### src/rtl/twin_stick_mapper.sv
// Twin-stick mapper: analog sticks with hysteresis to diagonal run/aim buttons, plus an aim-fire trigger FSM.
// Optional autofire pulsing of the trigger in FIRE is enabled by defining TWIN_STICK_AUTOFIRE_EN.
module twin_stick_mapper #(
   parameter int NUM_PLAYERS  = 2,
   parameter int THRESH       = 20,
   parameter int HYST         = 4,
   parameter int FIRE_HOLD    = 3,
   parameter int AUTOFIRE_DIV = 4
) (
   input  logic                       clk_sys,
   input  logic                       reset_n,
   input  logic                       ce,
   input  logic [32*NUM_PLAYERS-1:0]  joystick,
   input  logic [16*NUM_PLAYERS-1:0]  analog_l,
   input  logic [16*NUM_PLAYERS-1:0]  analog_r,
   input  logic                       aimfire_en,
   output logic [4*NUM_PLAYERS-1:0]   btn_run,
   output logic [4*NUM_PLAYERS-1:0]   btn_aim,
   output logic [NUM_PLAYERS-1:0]     btn_trigger,
   output logic [NUM_PLAYERS-1:0]     btn_start,
   output logic                       btn_coin
);

   typedef enum logic [1:0] {AX_NEUTRAL = 2'd0, AX_NEG = 2'd1, AX_POS = 2'd2} axis_t;
   typedef enum logic [1:0] {F_IDLE = 2'd0, F_FIRE = 2'd1, F_HOLD = 2'd2} fire_t;

   localparam logic signed [8:0] POS_ON  = 9'(THRESH);
   localparam logic signed [8:0] NEG_ON  = -POS_ON;
   localparam logic signed [8:0] POS_OFF = 9'(THRESH - HYST);
   localparam logic signed [8:0] NEG_OFF = -POS_OFF;

   // Sign-extend to 9 bits so that -128 compares as a full negative deflection.
   function automatic axis_t axis_next(input axis_t s, input logic [7:0] raw);
      logic signed [8:0] v;
      axis_t n;
      v = {raw[7], raw};
      n = s;
      case (s)
         AX_NEUTRAL: if (v > POS_ON) n = AX_POS; else if (v < NEG_ON) n = AX_NEG;
         AX_POS:     if (v <= POS_OFF) n = AX_NEUTRAL;
         AX_NEG:     if (v >= NEG_OFF) n = AX_NEUTRAL;
         default:    n = AX_NEUTRAL;
      endcase
      return n;
   endfunction

   // {up, down, left, right}; negative Y is up.
   function automatic logic [3:0] dir_mask(input axis_t y, input axis_t x);
      return {y == AX_NEG, y == AX_POS, x == AX_NEG, x == AX_POS};
   endfunction

   function automatic logic [3:0] diag(input logic [3:0] m);
      return {m[3] & m[0], m[2] & m[1], m[3] & m[1], m[2] & m[0]};
   endfunction

   function automatic logic [3:0] reorder(input logic [3:0] r);
      return {r[2], r[0], r[1], r[3]};
   endfunction

   axis_t                    ax_q [NUM_PLAYERS][4];
   axis_t                    ax_d [NUM_PLAYERS][4];
   fire_t                    fs_q [NUM_PLAYERS];
   fire_t                    fs_d [NUM_PLAYERS];
   logic [3:0]               hold_q [NUM_PLAYERS];
   logic [3:0]               hold_d [NUM_PLAYERS];
   logic [3:0]               l_mask [NUM_PLAYERS];
   logic [3:0]               r_mask [NUM_PLAYERS];
   logic [3:0]               run_raw [NUM_PLAYERS];
   logic [3:0]               aim_raw [NUM_PLAYERS];
   logic                     fire_level [NUM_PLAYERS];
   logic [4*NUM_PLAYERS-1:0] run_q, run_d, aim_q, aim_d;
   logic [NUM_PLAYERS-1:0]   trig_q, trig_d, start_q, start_d;
   logic                     coin_q, coin_d;
   logic                     unused_bits;
`ifdef TWIN_STICK_AUTOFIRE_EN
   logic [3:0]               af_cnt_q [NUM_PLAYERS];
   logic [3:0]               af_cnt_d [NUM_PLAYERS];
   logic                     af_ph_q [NUM_PLAYERS];
   logic                     af_ph_d [NUM_PLAYERS];
`endif

   always_comb begin
      run_d       = '0;
      aim_d       = '0;
      start_d     = '0;
      coin_d      = 1'b0;
      unused_bits = 1'b0;
      for (int p = 0; p < NUM_PLAYERS; p++) begin
         ax_d[p][0]  = axis_next(ax_q[p][0], analog_l[p*16 +: 8]);
         ax_d[p][1]  = axis_next(ax_q[p][1], analog_l[p*16+8 +: 8]);
         ax_d[p][2]  = axis_next(ax_q[p][2], analog_r[p*16 +: 8]);
         ax_d[p][3]  = axis_next(ax_q[p][3], analog_r[p*16+8 +: 8]);
         l_mask[p]   = dir_mask(ax_q[p][1], ax_q[p][0]);
         r_mask[p]   = dir_mask(ax_q[p][3], ax_q[p][2]);
         // Any left-stick deflection overrides the pad, even when it is not a diagonal.
         run_raw[p]  = (l_mask[p] != 4'd0) ? diag(l_mask[p]) : joystick[p*32 +: 4];
         aim_raw[p]  = diag(r_mask[p]) | {joystick[p*32+7], joystick[p*32+8],
                                          joystick[p*32+9], joystick[p*32+10]};
         run_d[p*4 +: 4] = reorder(run_raw[p]);
         aim_d[p*4 +: 4] = reorder(aim_raw[p]);
         start_d[p]  = joystick[p*32+5];
         coin_d      = coin_d | joystick[p*32+6];
         unused_bits = unused_bits ^ (^joystick[p*32+11 +: 21]);
      end
   end

   always_comb begin
      trig_d = '0;
      for (int p = 0; p < NUM_PLAYERS; p++) begin
         fs_d[p]   = fs_q[p];
         hold_d[p] = hold_q[p];
         if (!aimfire_en) begin
            fs_d[p]   = F_IDLE;
            hold_d[p] = 4'd0;
         end else begin
            case (fs_q[p])
               F_IDLE: if (|aim_raw[p]) fs_d[p] = F_FIRE;
               F_FIRE: begin
                  // A release always loads the full hold count, regardless of ce.
                  if (!(|aim_raw[p])) begin
                     if (FIRE_HOLD == 0) fs_d[p] = F_IDLE;
                     else begin
                        fs_d[p]   = F_HOLD;
                        hold_d[p] = 4'(FIRE_HOLD);
                     end
                  end
               end
               F_HOLD: begin
                  if (|aim_raw[p]) begin
                     fs_d[p]   = F_FIRE;
                     hold_d[p] = 4'd0;
                  end else if (ce) begin
                     if (hold_q[p] <= 4'd1) begin
                        fs_d[p]   = F_IDLE;
                        hold_d[p] = 4'd0;
                     end else begin
                        hold_d[p] = hold_q[p] - 4'd1;
                     end
                  end
               end
               default: fs_d[p] = F_IDLE;
            endcase
         end
`ifdef TWIN_STICK_AUTOFIRE_EN
         af_cnt_d[p] = af_cnt_q[p];
         af_ph_d[p]  = af_ph_q[p];
         if (fs_d[p] == F_FIRE && fs_q[p] != F_FIRE) begin
            af_cnt_d[p] = 4'd0;
            af_ph_d[p]  = 1'b1;
         end else if (fs_d[p] == F_FIRE && ce) begin
            if (af_cnt_q[p] == 4'(AUTOFIRE_DIV - 1)) begin
               af_cnt_d[p] = 4'd0;
               af_ph_d[p]  = ~af_ph_q[p];
            end else begin
               af_cnt_d[p] = af_cnt_q[p] + 4'd1;
            end
         end
         fire_level[p] = af_ph_d[p];
`else
         fire_level[p] = 1'b1;
`endif
         trig_d[p] = joystick[p*32+4] | (fs_d[p] == F_HOLD) |
                     ((fs_d[p] == F_FIRE) & fire_level[p]);
      end
   end

   always_ff @(posedge clk_sys or negedge reset_n) begin
      if (!reset_n) begin
         for (int p = 0; p < NUM_PLAYERS; p++) begin
            for (int a = 0; a < 4; a++) ax_q[p][a] <= AX_NEUTRAL;
            fs_q[p]     <= F_IDLE;
            hold_q[p]   <= 4'd0;
`ifdef TWIN_STICK_AUTOFIRE_EN
            af_cnt_q[p] <= 4'd0;
            af_ph_q[p]  <= 1'b0;
`endif
         end
         run_q   <= '0;
         aim_q   <= '0;
         trig_q  <= '0;
         start_q <= '0;
         coin_q  <= 1'b0;
      end else begin
         for (int p = 0; p < NUM_PLAYERS; p++) begin
            for (int a = 0; a < 4; a++) ax_q[p][a] <= ax_d[p][a];
            fs_q[p]     <= fs_d[p];
            hold_q[p]   <= hold_d[p];
`ifdef TWIN_STICK_AUTOFIRE_EN
            af_cnt_q[p] <= af_cnt_d[p];
            af_ph_q[p]  <= af_ph_d[p];
`endif
         end
         run_q   <= run_d;
         aim_q   <= aim_d;
         trig_q  <= trig_d;
         start_q <= start_d;
         coin_q  <= coin_d;
      end
   end

   assign btn_run     = run_q;
   assign btn_aim     = aim_q;
   assign btn_trigger = trig_q;
   assign btn_start   = start_q;
   assign btn_coin    = coin_q;

endmodule

### config.mk
export PLATFORM = sky130hd
export DESIGN_NAME = twin_stick_mapper
export DESIGN_NICKNAME = d
export VERILOG_FILES = /design/src/rtl/twin_stick_mapper.sv
export SDC_FILE = /design/constraint.sdc
export NUM_CORES = 1
export LEC_CHECK = 0
export BUFFER_PORTS_ARGS = -buffer_cell sky130_fd_sc_hd__buf_2
export CAP_MARGIN = 40
export CORE_MARGIN = 10
export CORE_UTILIZATION = 47
export CTS_BUF_LIST = sky130_fd_sc_hd__clkbuf_16
export DETAILED_ROUTE_END_ITERATION = 10
export PLACE_DENSITY = 0.92
export SETUP_SLACK_MARGIN = 0.3
export SLEW_MARGIN = 20
export SYNTH_ARGS = -nofsm -noshare
export SYNTH_HDL_FRONTEND = slang
export SYNTH_SLANG_ARGS = --single-unit
### constraint.sdc
create_clock -name clk_sys -period 3.75 [get_ports clk_sys]
set_input_delay 0.75 -clock clk_sys [delete_from_list [all_inputs] [get_ports clk_sys]]
set_output_delay 0.75 -clock clk_sys [all_outputs]
set_load 0.01 [all_outputs]
==> metrics, run 1 <==
Core ar. 5990 µm²; ys flop type dfrtp_1; vias in the first global route around 3100; yosys warns 0; Worst VDD drop 0.281 mV; Final Wtd Congestion 0.859; unrepaired setup endpoints after global routing false; actual slew at the worst max-slew pin 520 ps; setup bufs post-CTS 0; Worst slew margin 0.653; status finished clean; power consumption 1.73 mW; htree depth 2; post-DP HPWL 6320 µm; commonest non-fill, non-tap cell in the layout buf_2; initial antenna violation count 0; CTS tree built; clock skew 2.64 ps; Ant. Diodes 0; Initial Util 0.490; Synth Register Bits 49; CP Capture Type flip-flop; average size of a mapped cell 9.29 µm²; Clock transition at path regs roughly 60 ps; Netlist cell types 48; critical path capture point hold_q[4]$_DFFE_PN0P_; Reg-to-Reg End hold_q[0]$_DFFE_PN0P_; sequential cell area fraction in the yosys report 0.418; CP Data Arrival Time roughly 2300 ps; startpoint types input port; Routed Antenna Nets 0; post-CTS sizing 0; worst setup path startpoint joystick[7]; FF-to-FF path depth 4; Synth-to-Final Area Change 28.0%; PwrDens between 400 and 500 nW/µm²; wire per inst 15.0 µm; Final Max Slew Viols 0; Total GRT Usage 0.153; Die ar. 9810 µm²; std cell rows 28; Yosys top cell by area dfrtp_1; first-pass GRT wire length 13100 µm; Root Driver clkbuf_16; nets between 500 and 600; layout cells sized above 1 0.305; max_cap viols 0; storage element area 1230 µm²; setup_tns 0 ps; Final Core Density 0.627; vias per cell ~5.6; share of the synthesized area in the top cell type 0.418; clk buf depth 2; Post-Synthesis Cell Area approximately 3000 µm²; Die X-Extent 99.0 µm; Port Buffers between 100 and 150; drt initial violations slightly above 100; Crit path required time 3910 ps; pin count of the biggest net entering global routing 29; footprint of the multi-input gates 1620 µm²; fin crit share 0.562; crit path kind input port to flip-flop; # fillers 499; reg-to-reg slack, setup a little over 2000 ps; TritonCTS Buffers 5; first drt pass iteration count 4; io pins between 150 and 200; worst r2r src ax_q[3]$_DFFE_PN0P_; crit path max fanout 4; WL final approximately 7600 µm; top cells by area, synth dfrtp_1, ha_1, nand2_1; Peak Freq 475 MHz; post-synth net total 464; Synth Instances 316; hold crit path type input port to async pin; fin area 3760 µm²; die span in y 99.0 µm; final hold violations 0; # hold bufs at CTS 0; Setup Viol. Count Final 0; commonest non-fill, non-tap cells in the layout buf_2, dfrtp_1, nand2_1, o21ai_0, inv_1; total grt overflow 0; Clk Latency, worst-skew pair around 280 ps; DP Area 3600 µm²; DRC 0; number of synthesized flops with an enable pin 0; Vias 2824; Final min period roughly 2100 ps; async set-or-reset flop fraction in the synthesized netlist 1.00; Pleak about 1.9 nW; clock net sink count 49
-- layout make-up --
type | instances | area share
well taps | 75 | 0.0250
clock inverters | 2 | 0.00932
multi-input cells | 243 | 0.431
clock buffers | 5 | 0.0333
repair buffers | 111 | 0.152
inverters | 23 | 0.0230
flip-flops and latches | 49 | 0.326
-- cells in the mapped netlist (2+ instances only) --
cell type,number
o21ai_0,26
maj3_1,3
dfrtp_1,49
o21bai_1,4
and3_1,5
o211ai_1,8
o2111ai_1,2
nand2b_1,8
a21oi_1,9
o41ai_1,8
nor2b_1,10
o2bb2ai_1,3
or3_1,2
inv_1,23
a211oi_1,9
xor2_1,4
mux2_1,2
or2_2,6
a311oi_1,5
a31oi_1,6
nand4b_1,2
nor3_1,8
or4_4,2
o31ai_1,2
nand2_1,39
a21o_1,10
nor2_1,22
ha_1,16
a2bb2oi_1,4
-- metal layers --
metal | up-vias | wire length, µm | global-route usage
met1 | 1323 | 3160 | 0.177
met2 | 103 | 3900 | 0.270
met4 | 0 | 55 | 0.0375
li1 | 1391 | - | -
met5 | - | 0 | 0
met3 | 7 | 512 | 0.0461
-- how the worst min path moves through the flow --
| stage | start | end | slack [ps] | cells past startpoint |
|---|---|---|---|---|
| finish | reset_n | btn_aim[2]$_DFF_PN0_ | 440 | 1 |
| global route | reset_n | btn_aim[2]$_DFF_PN0_ | 470 | 1 |
| CTS | reset_n | hold_q[6]$_DFFE_PN0P_ | 460 | 1 |
| detailed placement | hold_q[5]$_DFFE_PN0P_ | hold_q[5]$_DFFE_PN0P_ | 510 | 1 |
| global placement | hold_q[5]$_DFFE_PN0P_ | hold_q[5]$_DFFE_PN0P_ | 500 | 1 |
| floorplan | reset_n | ax_q[0]$_DFFE_PN0P_ | 450 | 0 |
-- power by group --
| part | total, mW | internal [mW] | switching, mW |
|---|---|---|---|
| clock network | 0.490 | 0.310 | 0.180 |
| registers | 0.669 | 0.616 | 0.0533 |
| logic | 0.566 | 0.238 | 0.328 |
-- stage by stage --
stage                     hold slack, ps  setup WS, ps  std cells
final                                437          1640        508
after global routing                 466          1610        508
after global placement               497          1400        500
after detailed placement             506          1360        501
after CTS                            455          1660        508
after floorplan                      454          1590        316
-- state kept, by name, indices dropped and copies added (netlist names) --
| name | count |
|---|---|
| ax_q | 16 |
| btn_aim | 8 |
| btn_run | 8 |
| hold_q | 8 |
| fs_q | 4 |
| btn_start | 2 |
| btn_trigger | 2 |
| btn_coin | 1 |
-- critical path, stage by stage --
cell and delay, ps:
buf_2 100, or4_4 550, a21o_1 210, o221ai_2 300, mux2_1 360
-- cell families (layout without fill, tap and decap cells) --
| group | count (synthesis) | in the layout | synth area share |
|---|---|---|---|
| adder cells (fa/ha/maj) | 19 | 19 | 0.0784 |
| AND/OR/NAND/NOR | 109 | 109 | 0.182 |
| multiplexers | 4 | 4 | 0.0162 |
| XOR/XNOR | 4 | 4 | 0.0119 |
| buffers and inverters | 24 | 141 | 0.0307 |
| flip-flops | 49 | 49 | 0.418 |
| AO/OA/AOI/OAI | 107 | 107 | 0.263 |
Power figures use the tool's default switching activity.
==> run 2: changes to the inputs <==
--- a/config.mk
+++ b/config.mk
@@ -8,10 +8,10 @@
 export BUFFER_PORTS_ARGS = -buffer_cell sky130_fd_sc_hd__buf_2
 export CAP_MARGIN = 40
 export CORE_MARGIN = 10
-export CORE_UTILIZATION = 47
+export CORE_UTILIZATION = 41
 export CTS_BUF_LIST = sky130_fd_sc_hd__clkbuf_16
 export DETAILED_ROUTE_END_ITERATION = 10
-export PLACE_DENSITY = 0.92
+export PLACE_DENSITY = 0.86
 export SETUP_SLACK_MARGIN = 0.3
 export SLEW_MARGIN = 20
 export SYNTH_ARGS = -nofsm -noshare
==> constraint.sdc (replaced) <==
create_clock -name clk_sys -period 1.7 [get_ports clk_sys]
set_input_delay 0.34 -clock clk_sys [delete_from_list [all_inputs] [get_ports clk_sys]]
set_output_delay 0.34 -clock clk_sys [all_outputs]
set_load 0.01 [all_outputs]
==> run 2 against run 1 <==
  * The run now ends with hold timing left
  * Count of clock-buffer cells in the layout did not move
  * Wire length up 16%
  * First-iteration DRC count decreased by 6.9%
  * Critical endpoint unchanged
==> metrics, run 2 (synthesis gave the netlist of run 1 again) <==
initial antenna violation count 0 (unchanged); Routed Antenna Nets 0 (unchanged); final hold violations 17 (was 0); Initial Util 0.428 (was 0.490); Worst VDD drop 0.512 mV (was 0.281 mV); max incr delay on CP 540 ps (was 550 ps); crit path kind input port to flip-flop (unchanged); critical path capture point hold_q[4]$_DFFE_PN0P_ (unchanged); fin area 4280 µm² (was 3760 µm²); slowest stage cell, crit path or4_4 (unchanged); vias per cell 5.41 (was 5.56); Total GRT Usage 0.148 (was 0.153); Final Max Slew Viols 0 (unchanged); Synth-to-Final Area Change 45.8% (was 28.0%); worst setup path startpoint joystick[7] (unchanged); CP Buf/Inv Count 2 (was 1); CP Data Arrival Time 1890 ps (was 2270 ps); first-pass GRT wire length 13900 µm (was 13100 µm); # fillers 556 (was 499); fin crit share 0.977; drt initial violations 94 (was 101); storage element area 1230 µm² (about the same); pin count of the biggest net entering global routing 33 (was 29); slack of the critical path 39.3 ps (was 1640 ps); post-place setup slack -186 ps (was 1360 ps); Die X-Extent 105 µm (was 99.0 µm); cells along the critical path buf_6, or4_4, a21o_1, buf_4, o41ai_2, mux2_4 (was buf_2, or4_4, a21o_1, o221ai_2, mux2_1); footprint of the multi-input gates 1890 µm² (was 1620 µm²); hold crit path type input port to async pin (unchanged); first drt pass iteration count 4 (unchanged); post-DP HPWL 6680 µm (was 6320 µm); htree depth 2 (unchanged); PwrDens 970 nW/µm² (was 459 nW/µm²); Peak Freq ~600 MHz; failing checks hold timing; status finished, violations left (was finished clean); Vias 2995 (was 2824); unrepaired setup endpoints after global routing true (was false); vias in the first global route 3105 (was 3074); Reg-to-Reg End hold_q[4]$_DFFE_PN0P_ (was hold_q[0]$_DFFE_PN0P_); Clk Latency, worst-skew pair 290 ps (was 280 ps); total grt overflow 0 (unchanged); commonest non-fill, non-tap cells in the layout buf_2, dfrtp_1, nand2_1, buf_4 (was buf_2, dfrtp_1, nand2_1, o21ai_0, inv_1); crit path max fanout 3 (was 4); Crit path required time 1930 ps (was 3910 ps); largest reg by FF count ax_q (unchanged); nets 605 (was 581); delay-heaviest family, CP simple AND/OR/NAND/NOR gates (unchanged); Pleak 2.02 nW (was 1.85 nW); std cell rows 30 (was 28); clk buf depth 2 (unchanged); FF-to-FF path depth 5 (was 4); actual slew at the worst max-slew pin 420 ps (was 520 ps); io pins 153 (unchanged); clock skew 5.75 ps (was 2.64 ps); reg-to-reg slack, setup 70 ps (was 2020 ps); commonest non-fill, non-tap cell in the layout buf_2 (unchanged); Core ar. 6870 µm² (was 5990 µm²); TritonCTS Buffers 5 (unchanged); Clock transition at path regs 60 ps (about the same); Setup Viol. Count Final 0 (unchanged); startpoint types input port (unchanged); critical path depth 6 (was 5); Root Driver clkbuf_16 (unchanged); max FFs per register 16 (unchanged); worst r2r src ax_q[8]$_DFFE_PN0P_ (was ax_q[3]$_DFFE_PN0P_); CTS tree built (unchanged); Final min period 1660 ps; die span in y 105 µm (was 99.0 µm); CP Capture Type flip-flop (unchanged); Port Buffers 110 (unchanged); wire per inst 15.9 µm (was 15.0 µm); DP Area 3740 µm² (was 3600 µm²); Ant. Diodes 0 (unchanged); Hold Slack -9.92 ps (was 437 ps); Die ar. 10900 µm² (was 9810 µm²); clock net sink count 49 (unchanged); max_cap viols 0 (unchanged); WL final 8830 µm (was 7630 µm); Final Core Density 0.623 (was 0.627); DRC 0 (unchanged); Final Wtd Congestion 0.852 (was 0.859); layout cells sized above 1 0.437 (was 0.305); Worst slew margin 0.716 (was 0.653)
==> run 2: worst min path at each step <==
stage | from | to | slack (ps) | cells past startpoint
2_1_floorplan | reset_n | ax_q[0]$_DFFE_PN0P_ | 40 | 0
3_3_place_gp | reset_n | fs_q[3]$_DFF_PN0_ | 300 | 1
3_5_place_dp | reset_n | btn_aim[2]$_DFF_PN0_ | 310 | 1
4_1_cts | reset_n | btn_aim[2]$_DFF_PN0_ | 0.07 | 1
5_1_grt | reset_n | fs_q[3]$_DFF_PN0_ | 20 | 1
6_report | reset_n | btn_aim[2]$_DFF_PN0_ | -10 | 1
==> run 2: area by class of cell <==
class,instances,share of cell area
sequential,49,0.288
clock inverter,3,0.00965
timing repair buffer,135,0.182
tap,96,0.0281
inverter,23,0.0202
multi-input combinational,243,0.443
clock buffer,5,0.0292
==> run 2: per-layer routing <==
metal | wire length (µm) | track usage
met3 | 407 | 0.0405
met2 | 4890 | 0.280
met1 | 3380 | 0.157
met4 | 148 | 0.0382
met5 | 0 | 0
==> run 2: report_power, final <==
| part | total (mW) | switching, mW | internal [mW] |
|---|---|---|---|
| clock network | 1.11 | 0.425 | 0.689 |
| registers | 1.50 | 0.134 | 1.36 |
| logic | 1.54 | 0.852 | 0.689 |
| total | 4.15 | 1.41 | 2.74 |
==> run 2: through the flow <==
| step | power (mW) | std cells | TNS, ps |
|---|---|---|---|
| floorplan | 2.27 | 316 | -85.8 |
| global placement | 2.69 | 537 | -904 |
| detailed placement | 2.77 | 537 | -1230 |
| CTS | 3.97 | 550 | 0 |
| global route | 4.42 | 554 | 0 |
| finish | 4.15 | 554 | 0 |
==> run 2: repair_timing <==
action / in CTS / in global routing
resized for setup: 28 / 41
endpoints found under the setup margin: 18 / 24
setup buffers: 5 / 4
hold buffers: 0 / 0
pin swaps: 6 / 8
endpoints found under the hold margin: 0 / 0
==> run 2: worst reg2reg max path, stage by stage (launching register included) <==
cell,delay [ps]
dfrtp_2,450
xor2_2,200
a21o_1,220
buf_4,160
o41ai_2,330
mux2_4,210
